[src/rtl/ps2_host_tx.sv]
// PS/2 host-to-device byte sender (open-drain pulls); bit update 3 clk after a device clock fall (+8 with PS2_TX_GLITCH_FILTER_EN).
// Accepts tx_valid only while tx_ready (IDLE); one tx_done or tx_err pulse per accepted byte.
module ps2_host_tx #(
   parameter int CLK_HZ         = 50_000_000,
   parameter int INHIBIT_CYCLES = 5000,
   parameter int START_CYCLES   = 16,
   parameter int TIMEOUT_CYCLES = 1_000_000
) (
   input  logic       clk,
   input  logic       rst_n,
   input  logic [7:0] tx_data,
   input  logic       tx_valid,
   output logic       tx_ready,
   output logic       tx_done,
   output logic       tx_err,
   input  logic       PS2C,
   input  logic       PS2D,
   output logic       ps2c_pull_low,
   output logic       ps2d_pull_low
);

   // Counter covers the longest programmed wait, and at least 20 ms of CLK_HZ.
   localparam int CNT_MAX0 = (TIMEOUT_CYCLES > INHIBIT_CYCLES) ? TIMEOUT_CYCLES : INHIBIT_CYCLES;
   localparam int CNT_MAX1 = (CNT_MAX0 > START_CYCLES) ? CNT_MAX0 : START_CYCLES;
   localparam int CNT_MAX  = (CNT_MAX1 > CLK_HZ / 50) ? CNT_MAX1 : CLK_HZ / 50;
   localparam int CNT_W    = $clog2(CNT_MAX + 1);

   localparam logic [CNT_W-1:0] INH_LAST   = CNT_W'(INHIBIT_CYCLES - 1);
   localparam logic [CNT_W-1:0] START_LAST = CNT_W'(START_CYCLES - 1);
   localparam logic [CNT_W-1:0] TO_LAST    = CNT_W'(TIMEOUT_CYCLES - 1);

   typedef enum logic [2:0] {
      S_IDLE, S_INHIBIT, S_START, S_SEND, S_ACK, S_RELEASE
   } state_t;

   state_t           r_state;
   logic [1:0]       r_c_sync;
   logic [1:0]       r_d_sync;
   logic             r_c_prev;
   logic [9:0]       r_shift;
   logic [3:0]       r_bit_cnt;
   logic [CNT_W-1:0] r_cnt;
   logic             r_tx_ready;
   logic             r_tx_done;
   logic             r_tx_err;
   logic             r_ps2c_pull;
   logic             r_ps2d_pull;

   logic             w_c_line;
   logic             w_d_line;
   logic             w_fall;
   logic             w_timeout;

   always_ff @(posedge clk or negedge rst_n) begin
      if (!rst_n) begin
         r_c_sync <= 2'b11;
         r_d_sync <= 2'b11;
      end else begin
         r_c_sync <= {r_c_sync[0], PS2C};
         r_d_sync <= {r_d_sync[0], PS2D};
      end
   end

`ifdef PS2_TX_GLITCH_FILTER_EN
   logic       r_c_filt;
   logic [2:0] r_filt_cnt;

   // Output flips only once the synchronized clock has disagreed with it for 8 samples in a row.
   always_ff @(posedge clk or negedge rst_n) begin
      if (!rst_n) begin
         r_c_filt   <= 1'b1;
         r_filt_cnt <= 3'd0;
      end else if (r_c_sync[1] == r_c_filt) begin
         r_filt_cnt <= 3'd0;
      end else if (r_filt_cnt == 3'd7) begin
         r_c_filt   <= r_c_sync[1];
         r_filt_cnt <= 3'd0;
      end else begin
         r_filt_cnt <= r_filt_cnt + 3'd1;
      end
   end

   assign w_c_line = r_c_filt;
`else
   assign w_c_line = r_c_sync[1];
`endif

   assign w_d_line  = r_d_sync[1];
   assign w_fall    = r_c_prev & ~w_c_line;
   assign w_timeout = (r_cnt == TO_LAST);

   always_ff @(posedge clk or negedge rst_n) begin
      if (!rst_n) begin
         r_state     <= S_IDLE;
         r_c_prev    <= 1'b1;
         r_shift     <= '0;
         r_bit_cnt   <= '0;
         r_cnt       <= '0;
         r_tx_ready  <= 1'b1;
         r_tx_done   <= 1'b0;
         r_tx_err    <= 1'b0;
         r_ps2c_pull <= 1'b0;
         r_ps2d_pull <= 1'b0;
      end else begin
         r_c_prev  <= w_c_line;
         r_tx_done <= 1'b0;
         r_tx_err  <= 1'b0;
         case (r_state)
            S_IDLE: begin
               if (tx_valid) begin
                  r_shift     <= {1'b1, ~^tx_data, tx_data};
                  r_cnt       <= '0;
                  r_ps2c_pull <= 1'b1;
                  r_tx_ready  <= 1'b0;
                  r_state     <= S_INHIBIT;
               end
            end
            S_INHIBIT: begin
               if (r_cnt == INH_LAST) begin
                  r_cnt       <= '0;
                  r_ps2d_pull <= 1'b1;
                  r_state     <= S_START;
               end else begin
                  r_cnt <= r_cnt + 1'b1;
               end
            end
            S_START: begin
               if (r_cnt == START_LAST) begin
                  r_cnt       <= '0;
                  r_bit_cnt   <= '0;
                  r_ps2c_pull <= 1'b0;
                  r_state     <= S_SEND;
               end else begin
                  r_cnt <= r_cnt + 1'b1;
               end
            end
            S_SEND, S_ACK, S_RELEASE: begin
               r_cnt <= w_fall ? '0 : r_cnt + 1'b1;
               if (!w_fall && w_timeout) begin
                  r_ps2c_pull <= 1'b0;
                  r_ps2d_pull <= 1'b0;
                  r_tx_ready  <= 1'b1;
                  // In RELEASE the byte's result has already been reported.
                  r_tx_err    <= (r_state != S_RELEASE);
                  r_state     <= S_IDLE;
               end else if (r_state == S_SEND) begin
                  if (w_fall) begin
                     r_ps2d_pull <= ~r_shift[0];
                     r_shift     <= {1'b1, r_shift[9:1]};
                     r_bit_cnt   <= r_bit_cnt + 4'd1;
                     if (r_bit_cnt == 4'd9) begin
                        r_state <= S_ACK;
                     end
                  end
               end else if (r_state == S_ACK) begin
                  if (w_fall) begin
                     r_tx_done <= ~w_d_line;
                     r_tx_err  <= w_d_line;
                     r_state   <= S_RELEASE;
                  end
               end else begin
                  if (r_c_sync[1] && w_d_line) begin
                     r_tx_ready <= 1'b1;
                     r_state    <= S_IDLE;
                  end
               end
            end
            default: r_state <= S_IDLE;
         endcase
      end
   end

   assign tx_ready      = r_tx_ready;
   assign tx_done       = r_tx_done;
   assign tx_err        = r_tx_err;
   assign ps2c_pull_low = r_ps2c_pull;
   assign ps2d_pull_low = r_ps2d_pull;

endmodule

[config.mk]
export PLATFORM = sky130hd
export DESIGN_NAME = ps2_host_tx
export DESIGN_NICKNAME = d
export VERILOG_FILES = /design/src/rtl/ps2_host_tx.sv
export SDC_FILE = /design/constraint.sdc
export NUM_CORES = 1
export LEC_CHECK = 0
export ABC_AREA = 1
export CAP_MARGIN = 20
export CORE_MARGIN = 3
export CORE_UTILIZATION = 59
export CTS_CLUSTER_SIZE = 28
export DETAILED_ROUTE_END_ITERATION = 6
export PLACE_DENSITY = 0.79
export SYNTH_ARGS = -nofsm -noshare
export SYNTH_HDL_FRONTEND = slang
export SYNTH_SLANG_ARGS = --single-unit
[constraint.sdc]
create_clock -name clk -period 2.3 [get_ports clk]
set_clock_uncertainty 0.05 [all_clocks]
set_input_delay 0.575 -clock clk [delete_from_list [all_inputs] [get_ports clk]]
set_output_delay 0.575 -clock clk [all_outputs]
set_load 0.005 [all_outputs]
-- Yosys cells after proc, flatten, opt, wreduce, memory -nomap -nowiden
Index checks and enable logic that the tools add are counted.
- word-level logic and storage cells: 113
- bits in latches: 0
- RAM bits: 0
- register bits after elaboration: 47
- memories: 0
- output and inout port bits: 5
- input bits: 13
- memory bits (read-only): 0
- equality and inequality tests: 26
- reductions and logical operators: 18
- muxes and demuxes: 51
- $add $sub $neg: 2
- magnitude comparators: 0
- bitwise gates (word level): 4
- shift operators: 0
- div/mod/pow operators: 0
- multipliers: 0
- operator list (operator ; number):
    $mux 20 ; 4
    $pmux 20 s4 ; 1
    $mux 10 ; 4
    $mux 3 ; 10
    $mux 1 ; 22
    $add 20x1->20 const B ; 1
    $eq 20x13->1 const B ; 1
    $eq 20x20->1 const B ; 1
    $eq 20x4->1 const B ; 1
    $pmux 10 s2 ; 1
    $ne 3x3->1 const B ; 6
    $mux 4 ; 4
    $reduce_and 5->1 ; 3
    $ne 2x2->1 const B ; 7
    $ne 4x4->1 const B ; 3
    $pmux 3 s4 ; 1
    $pmux 4 s2 ; 1
    $reduce_and 4->1 ; 2
    $reduce_xnor 8->1 ; 1
    $reduce_and 7->1 ; 1
    $eq 3x2->1 const B ; 2
    $eq 3x3->1 const B ; 2
    $reduce_bool 2->1 ; 3
    $ne 5x5->1 const B ; 1
    14 further kinds ; 18

-- Depth between registers and ports, before layout
- depth after elaboration: 7
- gate-level depth with buffers: 11
- mapped depth without buffers: 11

-- Least setup slack after synthesis
OpenSTA, ideal clock, no wires.
- kind: flip-flop to flip-flop
- start: reg r_c_prev
- end: reg r_shift[1]
- setup time: 123 ps
- arrival time: 1559 ps
- cell stages (with the launch flop): 11
- required time: 2127 ps
- path slack: 568 ps
- cell sequence: dfstp_2 -> inv_1 -> or2_2 -> clkbuf_1 -> nand2_4 -> nand2_4 -> nor2_8 -> inv_4 -> buf_12 -> nand2_1 -> o21ai_2
- word-level cells in the longest chain between the ends: 5
- elaborated cells on any way between the ends: 6
- RTL lines (item ; line ; source):
    start, declared ; 39 ; logic r_c_prev;
    start signal, assigned ; 105 ; r_c_prev <= w_c_line;
    $and 1x1->1 (*) ; 89 ; assign w_fall = r_c_prev & ~w_c_line;
    $logic_not 1->1 ; 139 ; if (!w_fall && w_timeout) begin
    $logic_and 1x1->1 ; 139 ;
    $ne 2x2->1 (no source line) ; n/a ;
    $reduce_and 5->1 (no source line) (*) ; n/a ;
    end signal, assigned ; 111 ; r_shift <= {1'b1, ~^tx_data, tx_data};
    end signal, assigned ; 149 ; r_shift <= {1'b1, r_shift[9:1]};
    end, declared ; 40 ; logic [9:0] r_shift;
Mark *: on every way between the ends. The rest lies on a longest branch, timed or not.
A chain may end at the register's enable or synchronous reset.

-- Worst setup path in the final report
- start: reg r_cnt[0]
- end: reg r_state[0]
- word-level cells in the longest chain between the ends: 4
- elaborated cells on any way between the ends: 13
- RTL lines (item ; line ; source):
    start, declared ; 42 ; logic [CNT_W-1:0] r_cnt;
    start signal, assigned ; 124 ; r_cnt <= r_cnt + 1'b1;
    start signal, assigned ; 134 ; r_cnt <= r_cnt + 1'b1;
    start signal, assigned ; 138 ; r_cnt <= w_fall ? '0 : r_cnt + 1'b1;
    $eq 20x20->1 ; 90 ; assign w_timeout = (r_cnt == TO_LAST);
    $logic_and 1x1->1 ; 139 ;
    $ne 5x5->1 (no source line), or another cell as far along ; n/a ;
    $reduce_and 7->1 (no source line) / $pmux 3 s4 (equally long branches) ; n/a ;
    end signal, assigned ; 94 ; r_state <= S_IDLE;
    end signal, assigned ; 145 ; r_state <= S_IDLE;
    end signal, assigned ; 152 ; r_state <= S_ACK;
    end, declared ; 36 ; state_t r_state;
Parallel ways exist; a longest one is shown, timed or not.

==> results.json <==
{
  "timing.reg2reg.setup_slack_ns": 0.27,
  "critPathLaunchType": "flip-flop",
  "ys_seq_elements": 47,
  "ioPinCount": 18,
  "tritoncts": "yes",
  "leakagePower_nw": 1.42,
  "synth_enable_flop_cells": 0,
  "grt_start_max_net_pins": 26,
  "critical_path.reg2reg.startpoint": "r_cnt[0]",
  "pwr_density_cell_nw_per_um2": 1040,
  "hold_viol": 0,
  "cp_num_buf_inv": 0,
  "synth.cell_area_um2": 2890,
  "netlist_instances": 353,
  "crit_path_cell_trace": "ha_1 > nand3_1 > nor2_2 > nand4_2 > nand2_1 > nand2_1 > nor2_1 > nand2_1 > nand2_1 > nand2_1",
  "drv.max_cap_violation_count": 0,
  "cts-root-buf": "sky130_fd_sc_hd__clkbuf_8",
  "route.final.wire_length_um": 5790,
  "grt_pass1_wl_um": 10600,
  "run_status": "finished clean",
  "viasPerCell": 5.32,
  "detailedRoute.firstPassIterationCount": 4,
  "syn_nets": 369,
  "yosysSeqAreaShare": 0.410,
  "ff2ff_path_depth": 10,
  "timing.final.max_slew_violations": 0,
  "dr.first_iter.drc_count": 241,
  "post-cts-setup-buffer-count": 0,
  "drc": 0,
  "finalNetCount": 390,
  "synthArstFlopShare": 1.00,
  "syn-mean-instance-area_um2": 8.18,
  "grt_antenna_before_repair": 0,
  "main_flop_type_after_synthesis": "sky130_fd_sc_hd__dfrtp_1",
  "relative_area_change_from_synthesis_to_final_layout_pct": 10.6,
  "placed_cell_area_um2": 3110,
  "cts.sinks": 47,
  "clk-insertion-delay-late_ns": 0.30,
  "min_path_type": "input port to asynchronous set/reset pin",
  "cts-buffers-inserted": 5,
  "std_cell_rows": 24,
  "vias_in_the_first_global_route": 2246,
  "rsz0062_at_grt": "false",
  "worst_setup_path_end_kind": "flip-flop",
  "setup_viol": 0,
  "number_of_h_tree_levels": 2,
  "wl_per_cell_um": 13.2,
  "final_min_period_over_clock_period": 0.882,
  "top_cell_by_count_worst_path": "sky130_fd_sc_hd__nand2_1",
  "vias_post_dr": 2339,
  "vdd_drop_max_v": 0.000785,
  "floorplan.core_area_um2": 4530,
  "drt.antenna.violating_nets": 0,
  "path_max_fanout": 6,
  "dp_hpwl_um": 4470,
  "final_layout_size_suffix_gt1_frac": 0.165,
  "worst_pin_slew_ns": 0.552,
  "clk_path_buf_depth": 2,
  "initial_utilization": 0.637,
  "post_synth_num_cell_types": 41,
  "criticalPathCategory": "flip-flop to flip-flop",
  "grt_usage": 0.222,
  "synth-warning-count": 0,
  "arrival_ns": 2.17,
  "post_cts_resize_count": 0,
  "die_y_um": 75.9,
  "critical-path-top-delay-family": "simple AND/OR/NAND/NOR gates",
  "postLayoutCellArea_um2": 3190,
  "die_x_um": 75.9,
  "routability_congestion_estimate_from_global_placement": 0.979,
  "design.die.area_um2": 5770,
  "final.setup.tns_ns": 0,
  "r2r-end": "r_state[0]",
  "worst_path_clk_slew_ns": 0.08,
  "slew_margin_rel": 0.632,
  "grt_remaining_overflow": 0,
  "diodes": 0,
  "finalCriticalPeriod_ns": 2.03,
  "placement.io_buffers": 17,
  "critical-path-max-stage-delay_ns": 0.39,
  "hold_buffers": 0,
  "fmax_mhz": 493,
  "cpMaxStageDelayCell": "sky130_fd_sc_hd__dfrtp_1",
  "critPathRequiredTime_ns": 2.44
}
==> logic make-up (layout without fill, tap and decap cells) <==
| logic type | Yosys count | in the layout | share of synthesized area |
|---|---|---|---|
| simple gates | 190 | 190 | 0.323 |
| xor+xnor | 24 | 24 | 0.0728 |
| fa+ha+maj | 3 | 3 | 0.0130 |
| flops | 47 | 47 | 0.410 |
| compound gates | 45 | 45 | 0.108 |
| buf+inv | 44 | 66 | 0.0728 |
==> worst max path at each step <==
stage / endpoint / slack (ns) / startpoint / depth (start not counted)
2_1_floorplan: r_shift[1] / 0.57 / r_c_prev / 10
3_3_place_gp: r_cnt[10] / 0.31 / tx_valid / 8
3_5_place_dp: r_cnt[10] / 0.26 / tx_valid / 8
4_1_cts: r_state[0] / 0.28 / r_cnt[0] / 10
5_1_grt: r_state[0] / 0.1 / r_cnt[0] / 10
6_report: r_state[0] / 0.27 / r_cnt[0] / 10
==> worst reg2reg max path, cell delays in order, from the launching register on <==
cell and delay, ns:
sky130_fd_sc_hd__dfrtp_1 0.39, sky130_fd_sc_hd__ha_1 0.20, sky130_fd_sc_hd__nand3_1 0.16, sky130_fd_sc_hd__nor2_2 0.24
sky130_fd_sc_hd__nand4_2 0.23, sky130_fd_sc_hd__nand2_1 0.11, sky130_fd_sc_hd__nand2_1 0.05, sky130_fd_sc_hd__nor2_1 0.23
sky130_fd_sc_hd__nand2_1 0.14, sky130_fd_sc_hd__nand2_1 0.08, sky130_fd_sc_hd__nand2_1 0.05
==> metrics by stage <==
stage               worst slack [ns]  cells  hold slack [ns]  power [mW]   util
global placement               0.312    432            0.298        2.83  0.686
CTS                            0.277    440            0.223        3.37  0.704
finish                         0.272    440            0.214        3.33  0.704
detailed placement             0.255    432            0.297        2.88  0.686
floorplan                      0.568    353            0.229        2.58      -
global route                  0.0990    440            0.233        3.66  0.704
==> final cells by class <==
cell class / count / area [um2]
clock inverter: 1 / 5.00
sequential: 47 / 1180
tap: 65 / 81.3
fill: 371 / 1340
multi-input combinational: 262 / 1490
timing repair buffer: 22 / 215
clock buffer: 7 / 76.3
inverter: 36 / 138
==> synthesized netlist by cell type, types with 2 or more instances <==
library cell | n | area (um2)
sky130_fd_sc_hd__inv_1 | 30 | 113
sky130_fd_sc_hd__nor3_2 | 3 | 30.0
sky130_fd_sc_hd__nand2_2 | 3 | 18.8
sky130_fd_sc_hd__o211ai_1 | 3 | 22.5
sky130_fd_sc_hd__o21ai_2 | 8 | 70.1
sky130_fd_sc_hd__inv_2 | 5 | 18.8
sky130_fd_sc_hd__nand3_1 | 26 | 130
sky130_fd_sc_hd__o22ai_1 | 2 | 12.5
sky130_fd_sc_hd__o21ai_0 | 21 | 105
sky130_fd_sc_hd__nand3_2 | 2 | 20.0
sky130_fd_sc_hd__or2_0 | 4 | 25.0
sky130_fd_sc_hd__dfrtp_1 | 41 | 1030
sky130_fd_sc_hd__nand2_4 | 4 | 45.0
sky130_fd_sc_hd__buf_6 | 3 | 33.8
sky130_fd_sc_hd__nor3_1 | 10 | 50.1
sky130_fd_sc_hd__nor2_1 | 42 | 158
sky130_fd_sc_hd__o21ai_4 | 2 | 32.5
sky130_fd_sc_hd__xor2_1 | 16 | 140
sky130_fd_sc_hd__nor2_2 | 6 | 37.5
sky130_fd_sc_hd__a21oi_1 | 4 | 20.0
sky130_fd_sc_hd__xnor2_1 | 8 | 70.1
sky130_fd_sc_hd__ha_1 | 3 | 37.5
sky130_fd_sc_hd__buf_2 | 3 | 15.0
sky130_fd_sc_hd__nand4_1 | 7 | 43.8
sky130_fd_sc_hd__or2_2 | 5 | 31.3
sky130_fd_sc_hd__dfstp_2 | 6 | 158
sky130_fd_sc_hd__nand2_1 | 72 | 270
==> power by group <==
part | switching, mW | total [mW] | internal (mW)
combinational | 1.09 | 1.71 | 0.619
sequential | 0.130 | 1.15 | 1.02
clock | 0.261 | 0.474 | 0.214
total | 1.48 | 3.33 | 1.85
==> placed cells by master (no fill, tap or decap), types with 3 or more instances in the layout <==
| cell | Yosys | final |
|---|---|---|
| sky130_fd_sc_hd__nand2_1 | 72 | 72 |
| sky130_fd_sc_hd__nand4_1 | 7 | 7 |
| sky130_fd_sc_hd__xnor2_1 | 8 | 8 |
| sky130_fd_sc_hd__dfstp_2 | 6 | 6 |
| sky130_fd_sc_hd__inv_1 | 30 | 30 |
| sky130_fd_sc_hd__a21oi_1 | 4 | 4 |
| sky130_fd_sc_hd__nor3_2 | 3 | 3 |
| sky130_fd_sc_hd__nand2_2 | 3 | 3 |
| sky130_fd_sc_hd__nand3_1 | 26 | 26 |
| sky130_fd_sc_hd__o21ai_2 | 8 | 8 |
| sky130_fd_sc_hd__nor3_1 | 10 | 10 |
| sky130_fd_sc_hd__buf_4 | 0 | 4 |
| sky130_fd_sc_hd__o21ai_0 | 21 | 21 |
| sky130_fd_sc_hd__or2_0 | 4 | 4 |
| sky130_fd_sc_hd__or2_2 | 5 | 5 |
| sky130_fd_sc_hd__xor2_1 | 16 | 16 |
| sky130_fd_sc_hd__o211ai_1 | 3 | 3 |
| sky130_fd_sc_hd__dfrtp_1 | 41 | 41 |
| sky130_fd_sc_hd__ha_1 | 3 | 3 |
| sky130_fd_sc_hd__nor2_2 | 6 | 6 |
| sky130_fd_sc_hd__clkbuf_8 | 0 | 5 |
| sky130_fd_sc_hd__inv_2 | 5 | 5 |
| sky130_fd_sc_hd__clkdlybuf4s50_1 | 0 | 16 |
| sky130_fd_sc_hd__nand2_4 | 4 | 4 |
| sky130_fd_sc_hd__nor2_1 | 42 | 42 |
==> sequential cells by signal, indices dropped and copies added, names as in the netlist <==
signal         flops
r_shift           10
ps2d_pull_low      1
r_c_prev           1
r_d_sync           2
ps2c_pull_low      1
tx_ready           1
tx_err             1
r_cnt             20
tx_done            1
r_bit_cnt          4
r_c_sync           2
r_state            3
==> metal layers <==
metal / vias up / wire length [um] / GRT usage
li1: 1185 / - / -
met1: 1099 / 2830 / 0.325
met2: 51 / 2650 / 0.337
met3: 4 / 267 / 0.0486
met4: 0 / 48 / 0.0580
met5: - / 0 / 0
Power figures use the tool's default switching activity.
